[src/rtl/mc_ctrl_fsm.sv]
// Multi-cycle MIPS main control FSM.
// The FSM decodes the opcode from the instruction register and produces Moore-style
// datapath controls. Memory states handshake on mem_ready. A wait counter detects a
// stalled memory access, and a sticky TRAP state catches illegal opcodes and timeouts.
module mc_ctrl_fsm #(
  parameter int unsigned MEM_HANDSHAKE = 1,
  parameter int unsigned MEM_TIMEOUT   = 16,
  parameter int unsigned EN_EXT_OPS    = 1,
  parameter int unsigned ILLEGAL_TRAP  = 1
) (
  input  logic       clk,
  input  logic       reset,
  input  logic [5:0] op,
  input  logic       mem_ready,
  output logic       pcwrite,
  output logic       branch,
  output logic       branch_ne,
  output logic       irwrite,
  output logic       memwrite,
  output logic       regwrite,
  output logic       iord,
  output logic       alusrca,
  output logic [1:0] alusrcb,
  output logic       immzext,
  output logic [1:0] regdst,
  output logic [1:0] memtoreg,
  output logic [1:0] pcsrc,
  output logic [2:0] aluop,
  output logic       trap,
  output logic [3:0] state_o
);

  localparam logic [3:0] S_FETCH   = 4'd0;
  localparam logic [3:0] S_DECODE  = 4'd1;
  localparam logic [3:0] S_MEMADR  = 4'd2;
  localparam logic [3:0] S_MEMRD   = 4'd3;
  localparam logic [3:0] S_MEMWB   = 4'd4;
  localparam logic [3:0] S_MEMWR   = 4'd5;
  localparam logic [3:0] S_RTYPEEX = 4'd6;
  localparam logic [3:0] S_RTYPEWB = 4'd7;
  localparam logic [3:0] S_BEQEX   = 4'd8;
  localparam logic [3:0] S_IMMEX   = 4'd9;
  localparam logic [3:0] S_IMMWB   = 4'd10;
  localparam logic [3:0] S_JEX     = 4'd11;
  localparam logic [3:0] S_BNEEX   = 4'd12;
  localparam logic [3:0] S_JALEX   = 4'd13;
  localparam logic [3:0] S_TRAP    = 4'd15;

  localparam logic [5:0] OP_RTYPE = 6'h00;
  localparam logic [5:0] OP_J     = 6'h02;
  localparam logic [5:0] OP_JAL   = 6'h03;
  localparam logic [5:0] OP_BEQ   = 6'h04;
  localparam logic [5:0] OP_BNE   = 6'h05;
  localparam logic [5:0] OP_ADDI  = 6'h08;
  localparam logic [5:0] OP_SLTI  = 6'h0A;
  localparam logic [5:0] OP_ANDI  = 6'h0C;
  localparam logic [5:0] OP_ORI   = 6'h0D;
  localparam logic [5:0] OP_LW    = 6'h23;
  localparam logic [5:0] OP_SW    = 6'h2B;

  localparam logic [3:0]  S_ILLEGAL = (ILLEGAL_TRAP != 0) ? S_TRAP : S_FETCH;
  localparam logic [31:0] WAIT_LAST = 32'(MEM_TIMEOUT - 1);

  logic [3:0]  state, next_state;
  logic [5:0]  op_q;
  logic [31:0] wait_cnt;
  logic        rdy, waiting, timed_out;
  logic        pcwrite_s, branch_s, branch_ne_s, irwrite_s, memwrite_s, regwrite_s;

  // Without the handshake every access completes in one cycle.
  assign rdy       = (MEM_HANDSHAKE != 0) ? mem_ready : 1'b1;
  assign waiting   = ((state == S_FETCH) || (state == S_MEMRD) || (state == S_MEMWR)) && !rdy;
  assign timed_out = (MEM_TIMEOUT != 0) && waiting && (wait_cnt == WAIT_LAST);

  // Opcode to first execute state; extended opcodes are illegal when disabled.
  function automatic logic [3:0] decode_op(input logic [5:0] o);
    logic [3:0] s;
    s = S_ILLEGAL;
    case (o)
      OP_LW, OP_SW: s = S_MEMADR;
      OP_RTYPE:     s = S_RTYPEEX;
      OP_BEQ:       s = S_BEQEX;
      OP_J:         s = S_JEX;
      OP_ADDI:      s = S_IMMEX;
      OP_BNE:       if (EN_EXT_OPS != 0) s = S_BNEEX;
      OP_SLTI, OP_ANDI, OP_ORI: if (EN_EXT_OPS != 0) s = S_IMMEX;
      OP_JAL:       if (EN_EXT_OPS != 0) s = S_JALEX;
      default:      s = S_ILLEGAL;
    endcase
    return s;
  endfunction

  // Next-state logic.
  // NOTE: every combinational output gets a default before the case so no latch is inferred.
  always_comb begin
    next_state = state;
    case (state)
      S_FETCH:   if (rdy) next_state = S_DECODE;
                 else if (timed_out) next_state = S_TRAP;
      S_DECODE:  next_state = decode_op(op);
      S_MEMADR:  next_state = (op_q == OP_SW) ? S_MEMWR : S_MEMRD;
      S_MEMRD:   if (rdy) next_state = S_MEMWB;
                 else if (timed_out) next_state = S_TRAP;
      S_MEMWR:   if (rdy) next_state = S_FETCH;
                 else if (timed_out) next_state = S_TRAP;
      S_RTYPEEX: next_state = S_RTYPEWB;
      S_IMMEX:   next_state = S_IMMWB;
      S_MEMWB, S_RTYPEWB, S_BEQEX, S_BNEEX, S_IMMWB, S_JEX, S_JALEX:
                 next_state = S_FETCH;
      S_TRAP:    next_state = S_TRAP;
      default:   next_state = S_FETCH;
    endcase
  end

  // State register.
  // NOTE: sequential state uses non-blocking assignments so all registers update together.
  always_ff @(posedge clk or posedge reset) begin
    if (reset) state <= S_FETCH;
    else       state <= next_state;
  end

  // Opcode is captured in DECODE so later states do not depend on the IR staying stable.
  always_ff @(posedge clk or posedge reset) begin
    if (reset)                  op_q <= '0;
    else if (state == S_DECODE) op_q <= op;
  end

  // Counts consecutive not-ready cycles within one memory state.
  always_ff @(posedge clk or posedge reset) begin
    if (reset)                    wait_cnt <= '0;
    else if (next_state != state) wait_cnt <= '0;
    else if (waiting)             wait_cnt <= wait_cnt + 32'd1;
  end

  // Moore output decode from the current state, qualified by mem_ready in FETCH.
  always_comb begin
    pcwrite_s   = 1'b0;
    branch_s    = 1'b0;
    branch_ne_s = 1'b0;
    irwrite_s   = 1'b0;
    memwrite_s  = 1'b0;
    regwrite_s  = 1'b0;
    iord        = 1'b0;
    alusrca     = 1'b0;
    alusrcb     = 2'b00;
    immzext     = 1'b0;
    regdst      = 2'b00;
    memtoreg    = 2'b00;
    pcsrc       = 2'b00;
    aluop       = 3'b000;
    case (state)
      S_FETCH: begin
        alusrcb   = 2'b01;
        irwrite_s = rdy;
        pcwrite_s = rdy;
      end
      S_DECODE:  alusrcb = 2'b11;
      S_MEMADR: begin
        alusrca = 1'b1;
        alusrcb = 2'b10;
      end
      S_MEMRD:   iord = 1'b1;
      S_MEMWB: begin
        regwrite_s = 1'b1;
        memtoreg   = 2'b01;
      end
      S_MEMWR: begin
        iord       = 1'b1;
        memwrite_s = 1'b1;
      end
      S_RTYPEEX: begin
        alusrca = 1'b1;
        aluop   = 3'b010;
      end
      S_RTYPEWB: begin
        regwrite_s = 1'b1;
        regdst     = 2'b01;
      end
      S_BEQEX, S_BNEEX: begin
        alusrca     = 1'b1;
        aluop       = 3'b001;
        pcsrc       = 2'b01;
        branch_s    = (state == S_BEQEX);
        branch_ne_s = (state == S_BNEEX);
      end
      S_IMMEX: begin
        alusrca = 1'b1;
        alusrcb = 2'b10;
        immzext = (op_q == OP_ANDI) || (op_q == OP_ORI);
        case (op_q)
          OP_SLTI: aluop = 3'b101;
          OP_ANDI: aluop = 3'b011;
          OP_ORI:  aluop = 3'b100;
          default: aluop = 3'b000;
        endcase
      end
      S_IMMWB:   regwrite_s = 1'b1;
      S_JEX: begin
        pcwrite_s = 1'b1;
        pcsrc     = 2'b10;
      end
      S_JALEX: begin
        pcwrite_s  = 1'b1;
        pcsrc      = 2'b10;
        regwrite_s = 1'b1;
        regdst     = 2'b10;
        memtoreg   = 2'b10;
      end
      default: ;
    endcase
  end

  // Reset puts the FSM in FETCH at once; the write enables are masked so nothing fires meanwhile.
  assign pcwrite   = pcwrite_s   & ~reset;
  assign branch    = branch_s    & ~reset;
  assign branch_ne = branch_ne_s & ~reset;
  assign irwrite   = irwrite_s   & ~reset;
  assign memwrite  = memwrite_s  & ~reset;
  assign regwrite  = regwrite_s  & ~reset;
  assign trap      = (state == S_TRAP);
  assign state_o   = state;

endmodule
[config.mk]
export PLATFORM = sky130hd
export DESIGN_NAME = mc_ctrl_fsm
export DESIGN_NICKNAME = d
export VERILOG_FILES = /design/src/rtl/mc_ctrl_fsm.sv
export SDC_FILE = /design/constraint.sdc
export NUM_CORES = 1
export LEC_CHECK = 0
export BUFFER_PORTS_ARGS = -buffer_cell sky130_fd_sc_hd__buf_4
export CAP_MARGIN = 10
export CORE_MARGIN = 3
export CORE_UTILIZATION = 48
export DETAILED_ROUTE_END_ITERATION = 16
export PLACE_DENSITY_LB_ADDON = 0.1
export REMOVE_ABC_BUFFERS = 1
export SLEW_MARGIN = 40
export SYNTH_ARGS = -nofsm -noshare
export SYNTH_HDL_FRONTEND = slang
export SYNTH_SLANG_ARGS = --single-unit
[constraint.sdc]
create_clock -name clk -period 3.4 [get_ports clk]
set_clock_uncertainty 0.15 [all_clocks]
set_input_delay 0.17 -clock clk [delete_from_list [all_inputs] [get_ports clk]]
set_output_delay 0.17 -clock clk [all_outputs]
set_load 0.01 [all_outputs]
### Word level (Yosys, flattened, before mapping)

Index checks and enable logic that the tools add are counted.
W data, S select, Z words.

| storage, ports and cells | value |
|---|---|
| register bits | 42 |
| output and inout bits | 25 |
| RAM bits | 0 |
| latch bits | 0 |
| memories | 0 |
| input bits | 9 |
| bits in read-only memories | 0 |
| logic and storage cells | 82 |

| operators by class | value |
|---|---|
| shift-type cells | 0 |
| reductions and logical operators | 17 |
| muxes and demuxes | 24 |
| $add $sub $neg | 1 |
| div/mod/pow operators | 0 |
| bitwise gates (word level) | 7 |
| $lt $le $gt $ge | 0 |
| eq/ne operators | 30 |
| multiply operators | 0 |

Operator list:

| cell | number |
|---|---|
| $mux W32 | 2 |
| $eq A6 B4 Y1 const B | 7 |
| $add A32 B1 Y32 const B | 1 |
| $eq A32 B4 Y1 const B | 1 |
| $pmux W4 S8 | 1 |
| $eq A4 B4 Y1 const B | 7 |
| $pmux W4 S7 | 1 |
| $eq A6 B6 Y1 const B | 3 |
| $pmux W3 S3 | 2 |
| $eq A4 B3 Y1 const B | 4 |
| $mux W4 | 4 |
| $eq A6 B2 Y1 const B | 2 |
| $eq A6 B3 Y1 const B | 2 |
| $pmux W2 S2 | 3 |
| $reduce_or A2 Y1 | 5 |
| $eq A4 B2 Y1 const B | 2 |
| $mux W1 | 8 |
| $reduce_or A4 Y1 | 2 |
| $and A1 B1 Y1 | 6 |
| $logic_not A6 Y1 | 1 |
| $pmux W2 S3 | 1 |
| $reduce_or A5 Y1 | 1 |
| $eq A4 B1 Y1 const B | 1 |
| $logic_not A4 Y1 | 1 |
| other kinds (8) | 11 |

### Depth between registers and ports, before layout

Gate-level depths: netlist (run 1).

| depth | value |
|---|---|
| depth after elaboration | 10 |
| gate-level depth with buffers | 10 |
| gate-level depth less buffers | 7 |

### Worst setup path after synthesis (run 1)

OpenSTA, ideal clock, no wires.

| timing path | value |
|---|---|
| path type | register to register |
| from | reg state[2], in the netlist state_o[2] |
| to | reg wait_cnt[23] |
| buffers on the path | 2 |
| data arrival time | 2.041 ns |
| clock period less this slack | 2.310 ns |
| stages on the path, launching flop included | 10 |
| library setup time | 0.119 ns |
| required time | 3.131 ns |
| slack | 1.090 ns |
| cell sequence | dfrtp_1 buf_2 nor3_1 a22oi_2 nor4_4 nor2_1 a22o_1 o2111ai_4 buf_6 nor2_2 |

| between the ends | value |
|---|---|
| word-level cells in the longest chain between the ends | 10 |
| elaborated cells between the ends (all ways) | 20 |
| those cells by class | 8 x eq/ne; 6 x mux; 6 x reduce/logical |

Ends and longest elaborated chain:

| item | line | source |
|---|---|---|
| from (decl) | 64 | `logic [3:0] state, next_state;` |
| from (signal assigned) | 119 | `else state <= next_state;` |
| $eq A4 B2 Y1 / $logic_not A4 Y1 (equally long branches) | 72, 97 |  |
| $logic_or A1 B1 Y1 (2 in series) | 72 | `assign waiting = ((state == S_FETCH) \|\| (state == S_MEMRD) \|\| (state == S_MEMWR)) && !rdy;` |
| $logic_and A1 B1 Y1 | 72 |  |
| $logic_and A1 B1 Y1 | 73 | `assign timed_out = (MEM_TIMEOUT != 0) && waiting && (wait_cnt == WAIT_LAST);` |
| $mux W4 | 99, 103, 105 |  |
| $mux W4 (on tied branches) | 104, 102, 98 |  |
| $pmux W4 S8 | 97 | `case (state)` |
| $ne A4 B4 Y1 | 131 | `else if (next_state != state) wait_cnt <= '0;` |
| $mux W32 / $reduce_bool A2 Y1 (equally long branches) | - |  |
| to (signal assigned) | 132 | `else if (waiting) wait_cnt <= wait_cnt + 32'd1;` |
| to (decl) | 66 | `logic [31:0] wait_cnt;` |

Parallel ways exist; a longest one is shown, timed or not.
A chain may end at the register's enable or synchronous reset.

### Worst setup path in the final report (run 1)

| timing path | value |
|---|---|
| from | reg state[2], in the netlist state_o[2] |
| to | reg wait_cnt[30] |

The elaborated chain is that of the path after synthesis.

==> impl_metrics.yaml, run 1 <==
synth:
  syn-cell-area_mm2: 0.00269
  avgSynthCellArea_um2: 8.47
  synth_top_area_frac: 0.390
  synth_cell_types: 48
  async_flop_share: 1.00
  synth_common_cells: "nor2_1 (44), dfrtp_1 (42), nand2_1 (40)"
  synth_edf_count: 0
  synthCells: 318
  yosys-top-cells-area: "dfrtp_1 (39%), xor2_1 (8.5%), nor2_1 (6.1%)"
  ys_ff_latch: 42
  synth_most_common_cell: "nor2_1"
  ys_warn_count: 0
  synthFlopType: "dfrtp_1"
  seq_area_frac_synth: 0.390
  synth_top_cell_by_area: "dfrtp_1"
routing:
  wl_met3_um: 312
  postRouteAntennaNets: 0
  dr.pass1.iters: 4
  wl_per_cell_um: 14.1
  vias_per_cell: 5.53
  vias: 2338
  drt_iter0_drc: 188
  wl_mm: 5.96
  met2_length_mm: 2.56
  drc_errors: 0
  routed.top_layer: "met4"
  met1Wirelength_mm: 3.05
timing:
  hold_viol_final: 0
  fmax_mhz: 341
  setup_tns_ns: 0
  report.final.slew_viol_count: 0
  setup_ws_ns: 0.465
  setup_violations: 0
  rsz0062_at_grt: "no"
  fin_crit_sh: 0.863
  tightest_slew_ns: 0.649
  fin_crit_ns: 2.94
  slew_headroom: 0.564
floorplanning:
  die_w_um: 80.9
  row_count: 26
  placeableCoreArea_mm2: 0.00527
  start_util: 0.511
  die-area_mm2: 0.00655
  die_y_um: 80.9
  io_pins: 34
critical_path:
  critPathCaptureType: "flop"
  cp_common_cell: "nor2_1"
  path_max_fanout: 32
  crit_cells: 8
  cpPeakStageDelay_ns: 0.74
  path_class: "flop to flop"
  critPathBufInv: 1
  r2r_cells: 8
  crit_family: "simple AND/OR/NAND/NOR gates"
  cp_slowest_cell: "dfrtp_1"
  cp-start-kind: "flop"
  critPathRequiredTime_ns: 3.41
  critPathArrivalTime_ns: 2.94
  cp_cell_sequence: "and3b_4, a22oi_2, nor4_4, nor2_1, a22o_1, o2111ai_4, buf_4, nor2_1"
layout:
  antenna_cells: 0
  drive_above_1_share: 0.178
  nets: 363
  stdcell_area_mm2: 0.00311
  fin_util: 0.590
  syn2layout_area_growth_pct: 15.4
pwr:
  peakVddDrop_uv: 359
  switching_share: 0.436
  p_leak_nw: 1.36
  comb_power_share: 0.495
  seqPwrFrac: 0.351
  power.density_mw_per_mm2: 630
  intPower_mw: 1.10
  clockPowerShare: 0.154
  netSwitchingPower_mw: 0.855
place:
  dp_hpwl_mm: 4.26
  dp_slack_ns: 0.499
  io_buffers: 33
  placed_area_mm2: 0.00297
  gp_congestion: 0.855
global_routing:
  antenna_found_initial: 0
  grt_max_degree: 43
  grt_pass1_vias: 2149
  grt_overflow: 0
  grt_use_total: 0.197
  grt_pass1_wl_mm: 10.3
cts:
  clk_latency_ns: 0.29
  cts_buffers: 5
  cts_tree: "done"
  cts_setup_buffers: 0
  htreeDepth: 2
  clkTransAtPathRegs_ns: 0.08
  clockBufferDepth: 2
  cts_resized: 0
  root_buffer: "clkbuf_8"
  cts_sinks: 42
min_path:
  hold_depth: 3
  min_path_type: "primary input to flop"
outcome:
  status: "finished, final reports clean"
flow_run:
  timing.max_cap.violations: 0
worst paths after layout:
kind	from	endpoint	slack (ns)
hold reg to reg	op_q[4]	op_q[4]	0.32
hold / removal	op[0]	op_q[0]	0.08
min in group asynchronous	reset	wait_cnt[9]	0.47
setup / recovery	state_o[2]	wait_cnt[30]	0.46
setup reg to reg	state_o[2]	wait_cnt[30]	0.46
max in group asynchronous	reset	op_q[2]	2.25
logic make-up after synthesis:
kind of cell | share of synthesized area
multiplexers | 0.00743
AND/OR/NAND/NOR | 0.344
flip-flops | 0.390
buffers and inverters | 0.0441
XOR/XNOR | 0.117
AO/OA/AOI/OAI | 0.0892
adder cells (fa/ha/maj) | 0.00836
repair_timing:
action / 4_1_cts / 5_1_grt
hold buffers: 6 / 0
hold endpoints to repair: 47 / 0
endpoints found under the setup margin: 0 / 0
worst reg2reg max path, stage by stage (launching register included):
cell and delay (ns):
dfrtp_1 0.74, and3b_4 0.31, a22oi_2 0.11, nor4_4 0.48, nor2_1 0.11, a22o_1 0.30, o2111ai_4 0.10, buf_4 0.39
nor2_1 0.11
sequential cells by signal, indices dropped and copies added, names as in the netlist:
register and flops:
op_q 6, state_o 4, wait_cnt 32
layout by cell type (no fill, tap or decap), drive strengths merged, types with 2 or more instances in the layout:
cell type,Yosys,final
a211oi,2,2
a21o,2,2
a21oi,6,6
a22o,2,2
and2,3,3
and3,11,11
buf,12,38
clkbuf,4,5
clkinv,0,2
dfrtp,42,42
dlygate4sd3,0,6
inv,6,6
mux2i,2,2
nand2,40,40
nand2b,7,7
nand3,20,20
nand3b,2,2
nand4,11,11
nor2,54,54
nor2b,5,5
nor3,14,14
nor4,8,8
o21ai,7,7
o31ai,2,2
or2,2,2
or3,3,3
xnor2,9,9
xor2,26,26
layout make-up:
cell class	count	area, µm²
sequential	42	1050
fill	493	2160
inverter	6	22.5
clock buffer	5	68.8
tap	70	87.6
timing repair buffer	44	345
multi-input combinational	254	1520
clock inverter	2	10.0
stage by stage:
step | std cells | hold WS (ns) | power (mW)
after floorplan | 302 | 0.125 | 1.31
after global placement | 410 | 0.244 | 1.65
after detailed placement | 410 | 0.257 | 1.66
after CTS | 423 | 0.0760 | 1.97
after global routing | 423 | 0.0985 | 2.11
final | 423 | 0.0762 | 1.96
power groups by stage:
stage / combinational (mW) / clock (mW) / sequential [mW]
floorplan: 0.626 / 0 / 0.684
global placement: 0.962 / 0 / 0.689
detailed placement: 0.964 / 0 / 0.696
CTS: 0.974 / 0.315 / 0.684
global route: 1.08 / 0.331 / 0.705
finish: 0.970 / 0.301 / 0.688
layer usage:
| layer | up-vias | global-route usage |
|---|---|---|
| li1 | 1164 | - |
| met3 | 4 | 0.0366 |
| met4 | 0 | 0.0507 |
| met1 | 1119 | 0.295 |
| met5 | - | 0 |
| met2 | 51 | 0.291 |
No activity file was read; power rests on OpenSTA's default activity.
==> run 2, diff against run 1 <==
--- a/config.mk
+++ b/config.mk
@@ -8,7 +8,7 @@
 export BUFFER_PORTS_ARGS = -buffer_cell sky130_fd_sc_hd__buf_4
 export CAP_MARGIN = 10
 export CORE_MARGIN = 3
-export CORE_UTILIZATION = 48
+export CORE_UTILIZATION = 62
 export DETAILED_ROUTE_END_ITERATION = 16
 export PLACE_DENSITY_LB_ADDON = 0.1
 export REMOVE_ABC_BUFFERS = 1
==> run 2 against run 1 <==
- sequential share of layout area grew 0.30 points
- worst hold slack worse by 0.067 ns
- die area shrank 21%
- critical path type unchanged
- fmax increased by 3.3%
- core utilization is 16 points higher
- count of clock-buffer cells in the layout is 1 higher
- register-to-register slack better by 0.09 ns
- global-route usage is 4.4 points higher
- highest routed layer unchanged
- combinational power is 0.7% lower
==> impl_metrics.yaml, run 2 (synthesized netlist as in run 1, its figures left out) <==
critical_path:
  cp_common_cell: "nor2_1"
  path_max_fanout: 32
  critPathRequiredTime_ns: 3.41
  critPathCaptureType: "flop"
  critPathArrivalTime_ns: 2.85
  cp-start-kind: "flop"
  path_class: "flop to flop"
  cp_cell_sequence: "and3b_4, a22oi_2, nor4_4, nor2_1, a22o_1, o2111ai_4, buf_4, nor2_1"
  crit_family: "simple AND/OR/NAND/NOR gates"
  cp_slowest_cell: "dfrtp_1"
  cpPeakStageDelay_ns: 0.71
  critPathBufInv: 1
global_routing:
  grt_use_total: 0.241
  grt_pass1_wl_mm: 10.0
  antenna_found_initial: 0
  grt_max_degree: 43
  grt_pass1_vias: 2166
  grt_overflow: 0
min_path:
  min_path_type: "primary input to flop"
cts:
  htreeDepth: 2
  cts_sinks: 42
  cts_setup_buffers: 0
  clkTransAtPathRegs_ns: 0.07
  cts_buffers: 5
  clk_latency_ns: 0.29
  clockBufferDepth: 2
  cts_tree: "done"
  root_buffer: "clkbuf_8"
layout:
  drive_above_1_share: 0.178
  n_fill_cell: 320
  final_common_cell: "nor2_1"
  final_cells: 403
  largest_reg_flops: 32
  final_cell_mix: "nor2_1 (44), dfrtp_1 (42), nand2_1 (40), buf_4 (38), xor2_1 (26)"
  nets: 362
  fin_util: 0.754
  stdcell_area_mm2: 0.00308
  largest_register: "wait_cnt"
  antenna_cells: 0
  syn2layout_area_growth_pct: 14.4
floorplanning:
  die_w_um: 71.9
  placeableCoreArea_mm2: 0.00409
  start_util: 0.659
  row_count: 23
  die_y_um: 71.9
  die-area_mm2: 0.00517
  io_pins: 34
routing:
  drc_errors: 0
  vias_per_cell: 5.77
  wl_mm: 5.63
  dr.pass1.iters: 5
  drt_iter0_drc: 287
  wl_per_cell_um: 14.0
  vias: 2324
  postRouteAntennaNets: 0
timing:
  report.final.slew_viol_count: 0
  setup_tns_ns: 0
  fin_crit_sh: 0.836
  tightest_slew_ns: 0.677
  fin_crit_ns: 2.84
  fmax_mhz: 352
  rsz0062_at_grt: "no"
  hold_viol_final: 0
  setup_violations: 0
  slew_headroom: 0.545
pwr:
  peakVddDrop_uv: 421
  p_leak_nw: 1.35
  power_mw: 1.95
  power.density_mw_per_mm2: 633
place:
  dp_cells: 390
  dp_hpwl_mm: 4.08
  io_buffers: 33
  gp_congestion: 0.891
  placed_area_mm2: 0.00295
flow_run:
  timing.max_cap.violations: 0
outcome:
  status: "finished, final reports clean"
==> run 2: timing repair <==
action	in CTS	in global routing
resized for setup	0	0
hold buffers	5	0
setup endpoints to repair	0	0
endpoints found under the hold margin	46	0
==> run 2: area by class of cell <==
class	count	area (µm²)	area share
clock buffer	6	72.6	0.0235
clock inverter	2	13.8	0.00447
inverter	6	22.5	0.00731
timing repair buffer	43	335	0.109
tap	50	62.6	0.0203
sequential	42	1050	0.341
multi-input combinational	254	1520	0.495
==> run 2: worst reg2reg max path: cells and delay by family (launching register included) <==
kind	cells	cell delay, ns
AO/OA/AOI/OAI	3	0.51
buffers and inverters	1	0.38
flip-flops	1	0.71
AND/OR/NAND/NOR	4	0.98
==> run 2: stage by stage <==
stage | hold slack (ns) | setup WS, ns
after floorplan | 0.125 | 0.656
after global placement | 0.234 | 0.615
after detailed placement | 0.240 | 0.564
after CTS | 0.0109 | 0.551
after global routing | 0.0219 | 0.293
final | 0.00956 | 0.558
==> run 2: final timing paths <==
path	start	end	slack, ns	cells past startpoint
worst max-delay path	state_o[2]	wait_cnt[6]	0.56	8
worst min-delay path	op[2]	op_q[2]	0.01	3
worst max register to register	state_o[2]	wait_cnt[6]	0.56	8
worst min register to register	op_q[4]	op_q[4]	0.32	2
max in group asynchronous	reset	op_q[2]	2.26	4
min in group asynchronous	reset	wait_cnt[3]	0.46	4
==> run 2: per-layer routing <==
metal  vias up  track usage  share of wire
li1       1159            -              -
met1      1090        0.360           0.47
met2        68        0.360           0.46
met3         7       0.0499          0.058
met4         0       0.0605          0.011
met5         -            0              0
==> run 2: power by group <==
part / leakage, nW / internal (mW) / switching, mW
clock: 0.0452 / 0.145 / 0.163
sequential: 0.571 / 0.559 / 0.121
combinational: 0.737 / 0.407 / 0.556
total: 1.35 / 1.11 / 0.839
